`src/rtl/ysyx_23060187_pkg.sv`:
```
// Shared decode definitions: opcode map, immediate-format codes and the
// layout of the per-entry decoded field bundle.
package ysyx_23060187_pkg;

  localparam logic [6:0] OP_LUI      = 7'b0110111;
  localparam logic [6:0] OP_AUIPC    = 7'b0010111;
  localparam logic [6:0] OP_JAL      = 7'b1101111;
  localparam logic [6:0] OP_JALR     = 7'b1100111;
  localparam logic [6:0] OP_BRANCH   = 7'b1100011;
  localparam logic [6:0] OP_LOAD     = 7'b0000011;
  localparam logic [6:0] OP_STORE    = 7'b0100011;
  localparam logic [6:0] OP_IMM      = 7'b0010011;
  localparam logic [6:0] OP_OP       = 7'b0110011;
  localparam logic [6:0] OP_MISC_MEM = 7'b0001111;
  localparam logic [6:0] OP_IMM_32   = 7'b0011011;
  localparam logic [6:0] OP_32       = 7'b0111011;
  localparam logic [6:0] OP_SYSTEM   = 7'b1110011;

  typedef enum logic [2:0] {
    ITYPE_R    = 3'd0,
    ITYPE_I    = 3'd1,
    ITYPE_S    = 3'd2,
    ITYPE_B    = 3'd3,
    ITYPE_U    = 3'd4,
    ITYPE_J    = 3'd5,
    ITYPE_NONE = 3'd7
  } itype_e;

  typedef struct packed {
    logic [6:0] opcode;
    logic [2:0] fun3;
    logic [6:0] fun7;
    logic [4:0] rs1;
    logic [4:0] rs2;
    logic [4:0] rd;
    logic       rd_wen;
    itype_e     itype;
    logic       illegal;
  } dec_fields_t;

  localparam int DEC_FIELDS_W = 37;

  // A held entry is {pc, imm, fields}.
  function automatic int dec_bundle_w(input int xlen);
    return 2 * xlen + DEC_FIELDS_W;
  endfunction

endpackage

```
`src/rtl/ysyx_23060187_decode_stage_if.sv`:
```
// IFU->decode and decode->EXU handshake plus the decoded bundle.
interface ysyx_23060187_decode_stage_if #(parameter int XLEN = 32);

  logic            in_valid;
  logic            in_ready;
  logic [XLEN-1:0] in_pc;
  logic [31:0]     in_inst;

  logic            out_valid;
  logic            out_ready;
  logic [XLEN-1:0] out_pc;
  logic [6:0]      out_opcode;
  logic [2:0]      out_fun3;
  logic [6:0]      out_fun7;
  logic [4:0]      out_rs1;
  logic [4:0]      out_rs2;
  logic [4:0]      out_rd;
  logic            out_rd_wen;
  logic [XLEN-1:0] out_imm;
  logic [2:0]      out_itype;
  logic            out_illegal;

  modport master (
    output in_valid, in_pc, in_inst, out_ready,
    input  in_ready, out_valid, out_pc, out_opcode, out_fun3, out_fun7,
           out_rs1, out_rs2, out_rd, out_rd_wen, out_imm, out_itype, out_illegal
  );

  modport slave (
    input  in_valid, in_pc, in_inst, out_ready,
    output in_ready, out_valid, out_pc, out_opcode, out_fun3, out_fun7,
           out_rs1, out_rs2, out_rd, out_rd_wen, out_imm, out_itype, out_illegal
  );

endinterface

```
`src/rtl/ysyx_23060187_imm_gen.sv`:
```
// Combinational opcode classifier and sign-extended immediate builder.
module ysyx_23060187_imm_gen
  import ysyx_23060187_pkg::*;
#(
  parameter int XLEN      = 32,
  parameter bit EN_RV64   = 1'b0,
  parameter bit EN_SYSTEM = 1'b1
) (
  input  logic [31:0]     inst,
  output logic [XLEN-1:0] imm,
  output itype_e          itype,
  output logic            illegal
);

  // Any opcode not matched (including inst[1:0] != 2'b11) falls to NONE.
  always_comb begin
    itype = ITYPE_NONE;
    case (inst[6:0])
      OP_LUI, OP_AUIPC:          itype = ITYPE_U;
      OP_LOAD, OP_IMM, OP_JALR:  itype = ITYPE_I;
      OP_JAL:                    itype = ITYPE_J;
      OP_BRANCH:                 itype = ITYPE_B;
      OP_STORE:                  itype = ITYPE_S;
      OP_OP:                     itype = ITYPE_R;
      OP_IMM_32:                 if (EN_RV64) itype = ITYPE_I;
      OP_32:                     if (EN_RV64) itype = ITYPE_R;
      OP_SYSTEM, OP_MISC_MEM:    if (EN_SYSTEM) itype = ITYPE_I;
      default:                   itype = ITYPE_NONE;
    endcase
  end

  assign illegal = (itype == ITYPE_NONE);

  // Size casts of signed operands replicate inst[31] up to XLEN.
  always_comb begin
    imm = '0;
    case (itype)
      ITYPE_I: imm = XLEN'($signed(inst[31:20]));
      ITYPE_S: imm = XLEN'($signed({inst[31:25], inst[11:7]}));
      ITYPE_B: imm = XLEN'($signed({inst[31], inst[7], inst[30:25], inst[11:8], 1'b0}));
      ITYPE_U: imm = XLEN'($signed({inst[31:12], 12'b0}));
      ITYPE_J: imm = XLEN'($signed({inst[31], inst[19:12], inst[20], inst[30:21], 1'b0}));
      default: imm = '0;
    endcase
  end

endmodule

```
`src/rtl/ysyx_23060187_decode_stage.sv`:
```
// Decode stage: decodes on acceptance, holds results in a main register backed
// by one skid entry so in_ready is registered yet throughput stays at one/cycle.
module ysyx_23060187_decode_stage
  import ysyx_23060187_pkg::*;
#(
  parameter int XLEN      = 32,
  parameter bit EN_RV64   = 1'b0,
  parameter bit EN_SYSTEM = 1'b1
) (
  input  logic clk,
  input  logic rst,
  input  logic flush,
  ysyx_23060187_decode_stage_if.slave io
);

  localparam int BW = dec_bundle_w(XLEN);

  localparam logic [1:0] ST_EMPTY = 2'd0;
  localparam logic [1:0] ST_MAIN  = 2'd1;
  localparam logic [1:0] ST_SKID  = 2'd2;

  logic [1:0]      state_q, state_d;
  logic [BW-1:0]   main_q, skid_q, dec_bundle;
  logic            in_ready_q;
  logic            accept;
  logic            load_main, load_skid, promote;
  logic [XLEN-1:0] dec_imm;
  itype_e          dec_itype;
  logic            dec_illegal;
  dec_fields_t     dec_f, out_f;

  ysyx_23060187_imm_gen #(
    .XLEN      (XLEN),
    .EN_RV64   (EN_RV64),
    .EN_SYSTEM (EN_SYSTEM)
  ) u_imm_gen (
    .inst    (io.in_inst),
    .imm     (dec_imm),
    .itype   (dec_itype),
    .illegal (dec_illegal)
  );

  always_comb begin
    dec_f         = '0;
    dec_f.opcode  = io.in_inst[6:0];
    dec_f.fun3    = io.in_inst[14:12];
    dec_f.fun7    = io.in_inst[31:25];
    dec_f.rs1     = io.in_inst[19:15];
    dec_f.rs2     = io.in_inst[24:20];
    dec_f.rd      = io.in_inst[11:7];
    dec_f.rd_wen  = (dec_itype inside {ITYPE_R, ITYPE_I, ITYPE_U, ITYPE_J}) &&
                    (io.in_inst[11:7] != 5'd0);
    dec_f.itype   = dec_itype;
    dec_f.illegal = dec_illegal;
  end

  assign dec_bundle = {io.in_pc, dec_imm, dec_f};
  assign accept     = io.in_valid && in_ready_q;

  // Occupancy FSM; flush overrides every transition and every load.
  always_comb begin
    state_d   = state_q;
    load_main = 1'b0;
    load_skid = 1'b0;
    promote   = 1'b0;
    case (state_q)
      ST_EMPTY: if (accept) begin
        state_d   = ST_MAIN;
        load_main = 1'b1;
      end
      ST_MAIN: begin
        if (accept && io.out_ready) begin
          load_main = 1'b1;
        end else if (accept) begin
          state_d   = ST_SKID;
          load_skid = 1'b1;
        end else if (io.out_ready) begin
          state_d   = ST_EMPTY;
        end
      end
      ST_SKID: if (io.out_ready) begin
        state_d = ST_MAIN;
        promote = 1'b1;
      end
      default: state_d = ST_EMPTY;
    endcase
    if (flush) begin
      state_d   = ST_EMPTY;
      load_main = 1'b0;
      load_skid = 1'b0;
      promote   = 1'b0;
    end
  end

  always_ff @(posedge clk) begin
    if (rst) begin
      state_q    <= ST_EMPTY;
      in_ready_q <= 1'b1;
      main_q     <= '0;
      skid_q     <= '0;
    end else begin
      state_q    <= state_d;
      in_ready_q <= (state_d != ST_SKID);
      if (load_main)    main_q <= dec_bundle;
      else if (promote) main_q <= skid_q;
      if (load_skid)    skid_q <= dec_bundle;
    end
  end

  assign out_f          = dec_fields_t'(main_q[DEC_FIELDS_W-1:0]);
  assign io.in_ready    = in_ready_q;
  assign io.out_valid   = (state_q != ST_EMPTY);
  assign io.out_pc      = main_q[DEC_FIELDS_W+XLEN +: XLEN];
  assign io.out_imm     = main_q[DEC_FIELDS_W +: XLEN];
  assign io.out_opcode  = out_f.opcode;
  assign io.out_fun3    = out_f.fun3;
  assign io.out_fun7    = out_f.fun7;
  assign io.out_rs1     = out_f.rs1;
  assign io.out_rs2     = out_f.rs2;
  assign io.out_rd      = out_f.rd;
  assign io.out_rd_wen  = out_f.rd_wen;
  assign io.out_itype   = out_f.itype;
  assign io.out_illegal = out_f.illegal;

endmodule

```
`src/flat_wrapper.sv`:
```
// flat-port wrapper written by rule: the top's interface ports become plain ports
module ysyx_23060187_decode_stage_flat import ysyx_23060187_pkg::*;
#(
  parameter int XLEN      = 32,
  parameter bit EN_RV64   = 1'b0,
  parameter bit EN_SYSTEM = 1'b1
)
  (clk, rst, flush, io_in_valid, io_in_pc, io_in_inst, io_out_ready, io_in_ready, io_out_valid, io_out_pc, io_out_opcode, io_out_fun3, io_out_fun7, io_out_rs1, io_out_rs2, io_out_rd, io_out_rd_wen, io_out_imm, io_out_itype, io_out_illegal);
  ysyx_23060187_decode_stage_if #(.XLEN(XLEN)) io_i ();
  input  logic clk;
  input  logic rst;
  input  logic flush;
  input wire logic [$bits(io_i.in_valid)-1:0] io_in_valid;
  input wire logic [$bits(io_i.in_pc)-1:0] io_in_pc;
  input wire logic [$bits(io_i.in_inst)-1:0] io_in_inst;
  input wire logic [$bits(io_i.out_ready)-1:0] io_out_ready;
  output wire logic [$bits(io_i.in_ready)-1:0] io_in_ready;
  output wire logic [$bits(io_i.out_valid)-1:0] io_out_valid;
  output wire logic [$bits(io_i.out_pc)-1:0] io_out_pc;
  output wire logic [$bits(io_i.out_opcode)-1:0] io_out_opcode;
  output wire logic [$bits(io_i.out_fun3)-1:0] io_out_fun3;
  output wire logic [$bits(io_i.out_fun7)-1:0] io_out_fun7;
  output wire logic [$bits(io_i.out_rs1)-1:0] io_out_rs1;
  output wire logic [$bits(io_i.out_rs2)-1:0] io_out_rs2;
  output wire logic [$bits(io_i.out_rd)-1:0] io_out_rd;
  output wire logic [$bits(io_i.out_rd_wen)-1:0] io_out_rd_wen;
  output wire logic [$bits(io_i.out_imm)-1:0] io_out_imm;
  output wire logic [$bits(io_i.out_itype)-1:0] io_out_itype;
  output wire logic [$bits(io_i.out_illegal)-1:0] io_out_illegal;
  assign io_i.in_valid = io_in_valid;
  assign io_i.in_pc = io_in_pc;
  assign io_i.in_inst = io_in_inst;
  assign io_i.out_ready = io_out_ready;
  assign io_in_ready = io_i.in_ready;
  assign io_out_valid = io_i.out_valid;
  assign io_out_pc = io_i.out_pc;
  assign io_out_opcode = io_i.out_opcode;
  assign io_out_fun3 = io_i.out_fun3;
  assign io_out_fun7 = io_i.out_fun7;
  assign io_out_rs1 = io_i.out_rs1;
  assign io_out_rs2 = io_i.out_rs2;
  assign io_out_rd = io_i.out_rd;
  assign io_out_rd_wen = io_i.out_rd_wen;
  assign io_out_imm = io_i.out_imm;
  assign io_out_itype = io_i.out_itype;
  assign io_out_illegal = io_i.out_illegal;
  ysyx_23060187_decode_stage #(.XLEN(XLEN), .EN_RV64(EN_RV64), .EN_SYSTEM(EN_SYSTEM)) u_core (.clk(clk), .rst(rst), .flush(flush), .io(io_i));
endmodule
```
`config.mk`:
```
export PLATFORM = sky130hd
export DESIGN_NAME = ysyx_23060187_decode_stage_flat
export DESIGN_NICKNAME = d
export VERILOG_FILES = /design/src/rtl/ysyx_23060187_pkg.sv /design/src/rtl/ysyx_23060187_decode_stage_if.sv /design/src/rtl/ysyx_23060187_imm_gen.sv /design/src/rtl/ysyx_23060187_decode_stage.sv /design/src/flat_wrapper.sv
export SDC_FILE = /design/constraint.sdc
export NUM_CORES = 1
export LEC_CHECK = 0
export CAP_MARGIN = 10
export CORE_UTILIZATION = 51
export DETAILED_ROUTE_END_ITERATION = 7
export PLACE_DENSITY = 0.88
export SLEW_MARGIN = 20
export SYNTH_ARGS = -nofsm -noshare
export SYNTH_HDL_FRONTEND = slang
export SYNTH_HIERARCHICAL = 1
export SYNTH_SLANG_ARGS = --single-unit
export TNS_END_PERCENT = 30
```
`constraint.sdc`:
```
create_clock -name clk -period 2.25 [get_ports clk]
set_clock_uncertainty 0.2 [all_clocks]
set_input_delay 0.45 -clock clk [delete_from_list [all_inputs] [get_ports clk]]
set_output_delay 0.45 -clock clk [all_outputs]
set_load 0.01 [all_outputs]
```
==> reports/results.txt <==
status: completed
reg-to-reg startpoint: u_core/state_q[1]$_SDFF_PP0_
most frequent cells in the layout: nand2_1 (329), a21oi_1 (219), dfxtp_1 (205)
most common cell after layout, fill and taps aside: nand2_1
Slew headroom: 68.2%
CTS-repair resized insts: 2
largest net degree at the start of global routing: 68
register area share after synthesis: 49.5%
Slew Limit Fails: 0
Die H: 129 um
Pleak: 0.00400 uW
Min-Delay Startpoint: rst
Worst setup SP type: input pin
H-Tree Depth: 1
max frequency: 463 MHz
routed len/inst: 16.7 um
DR vias/cell: 5.71
Fin. Hold Viols: 0
Initial Utilization: 52.2%
DRT iter0 DRCs: 689
flops & latches, synth: 205
layout cells sized above 1: 11.7%
DRT Pass-1 Iters: 5
buffers added on ports: 171
Syn Nets: 1096
final-report setup violation count: 0
Reg2Reg Capture Point: u_core/main_q[57]$_SDFFE_PP0P_
peak supply drop: 0.677 mV
WP data arrival: 2370 ps
worst slew pin tran: 474 ps
leading area contributor after synthesis: dfxtp_1
WP data required: 2460 ps
top cells by area, synth: dfxtp_1 (50%), nand2_1 (15%), a21oi_1 (13%)
final non-filler cell total: 1444
RSZ-0062 raised after global routing: false
Max FO, Critical Path: 4
DRC: 0
top cell type's share of synthesized area: 49.5%
DRT antenna net count: 0
synthesized area per cell: 8.07 um^2
WL final: 24200 um
distinct cell type count after synthesis: 57
r2r setup slk: 410 ps
initial antenna violation count: 1
die area: 16800 um^2
IO Pins: 172
worst-case reg-to-reg path depth: 5
final net count: 1284
minimum clock period: 2160 ps
Yosys warnings: 6
dpl hpwl: 15900 um
critical path class: in2reg
root buf cell: clkbuf_16
Post-Syn Area: 8290 um^2
Ant. Diodes: 0
Inserted Clock Buffers: 21
Pwr Density: 722 nW/um^2
Hold Path End: u_core/skid_q[92]$_SDFFE_PP0P_
CTS tree: done
type of element capturing the critical path: register
die span in x: 129 um
Clock Tree Buf Depth: 3
synthesis-to-finish area growth: 38.9%
hold crit path type: in2reg
power consumption: 8310 uW
first-pass GRT wire length: 38400 um
worst-skew pair later-pin latency: 480 ps
clock slew at reported path FFs: 60 ps
fin crit share: 96.0%
GPL Wtd Cong: 0.880
cells after synthesis: 1027
GRT Residual Overflow: 0
number of global-route vias before repair: 7937
placed instance count: 1408
vias after detailed routing: 8244
postcts setup bufs: 0
floorplan core area: 15900 um^2
clock sinks: 205
Hold Buf Count CTS: 0
Total GRT Usage: 28.5%
hold path cells: 2
Row Count: 46
MaxCap Viol Count: 0
-- cell usage after synthesis, drive strengths merged --
library cell and n:
or3b 1, and3b 2, nor3b 1, inv 2
a211oi 6, and4bb 2, nand4bb 1, o22a 1
nor2b 2, nor3 2, or2 2, a31oi 1
and2 3, nand2b 1, a22o 4, a21oi 222
nor2 16, clkbuf 33, xnor2 1, dfxtp 205
nand4b 1, o21ai 16, a32o 1, nand2 330
a22oi 96, o31a 2, nand3b 1, a2bb2oi 1
o22ai 1, mux2i 6, nor4 2, and3 1
maj3 1, o311a 1, buf 53, and2b 1
o2111ai 1, or4 1, o2111a 1, nand3 2
-- power by group --
| part | switching, uW | total (uW) | internal (uW) |
|---|---|---|---|
| Sequential | 44.0 | 3750 | 3710 |
| Combinational | 417 | 821 | 404 |
| Clock | 1410 | 3740 | 2330 |
| Total | 1870 | 8310 | 6440 |
-- stage by stage --
step / hold slack (ps) / utilization, % / setup WS, ps / setup TNS, ps / instance area, um^2
5_1_grt: 144 / 72.5 / 27.3 / 0 / 11500
3_3_place_gp: 241 / 67.7 / -443 / -21470 / 10800
4_1_cts: 126 / 72.4 / 45.0 / 0 / 11500
2_1_floorplan: 236 / - / 265 / 0 / 8290
3_5_place_dp: 247 / 67.7 / -479 / -28190 / 10800
6_report: 137 / 72.5 / 90.1 / 0 / 11500
-- routing by layer --
metal	GRT usage [%]	share of wire (%)
met5	0	0.037
met4	8.55	1.5
met3	6.73	9.0
met2	49.4	49
met1	35.1	41
-- logic make-up after synthesis --
| group | count (synthesis) | share of synthesized area, % |
|---|---|---|
| flops | 205 | 49.5 |
| xor+xnor | 1 | 0.106 |
| mux | 6 | 0.725 |
| compound gates | 354 | 25.8 |
| buf+inv | 88 | 5.36 |
| fa+ha+maj | 1 | 0.136 |
| simple gates | 372 | 18.3 |
-- worst max-delay path by stage --
stage / from / end / depth (start not counted)
4_1_cts: io_in_inst[3] / u_core/main_q[51]$_SDFFE_PP0P_ / 9
2_1_floorplan: io_in_inst[2] / u_core/main_q[4]$_SDFFE_PP0P_ / 8
3_3_place_gp: io_in_inst[3] / u_core/main_q[42]$_SDFFE_PP0P_ / 7
6_report: io_in_inst[6] / u_core/main_q[40]$_SDFFE_PP0P_ / 9
5_1_grt: io_in_inst[4] / u_core/main_q[57]$_SDFFE_PP0P_ / 7
3_5_place_dp: io_in_inst[3] / u_core/main_q[42]$_SDFFE_PP0P_ / 7
-- state kept, by name, indices dropped and copies added (netlist names) --
signal,count
u_core/main_q,101
u_core/skid_q,101
u_core/state_q,2
u_core/io.in_ready,1
-- worst max-delay path, cell delays in order --
cell and delay [ps]:
clkdlybuf4s50_1 440, buf_4 170, nor3b_1 260, o21ai_0 180
buf_4 170, a21oi_2 240, a22o_1 210, a22oi_1 110
a21oi_1 150
-- area by class of cell --
class,instances,area [um^2]
clock buffers,27,598
clock inverters,9,151
fillers,1194,4370
inverters,2,7.51
multi-input cells,734,3760
flip-flops and latches,205,4100
well taps,216,270
repair buffers,251,2620
No activity file was read; power rests on OpenSTA's default activity.
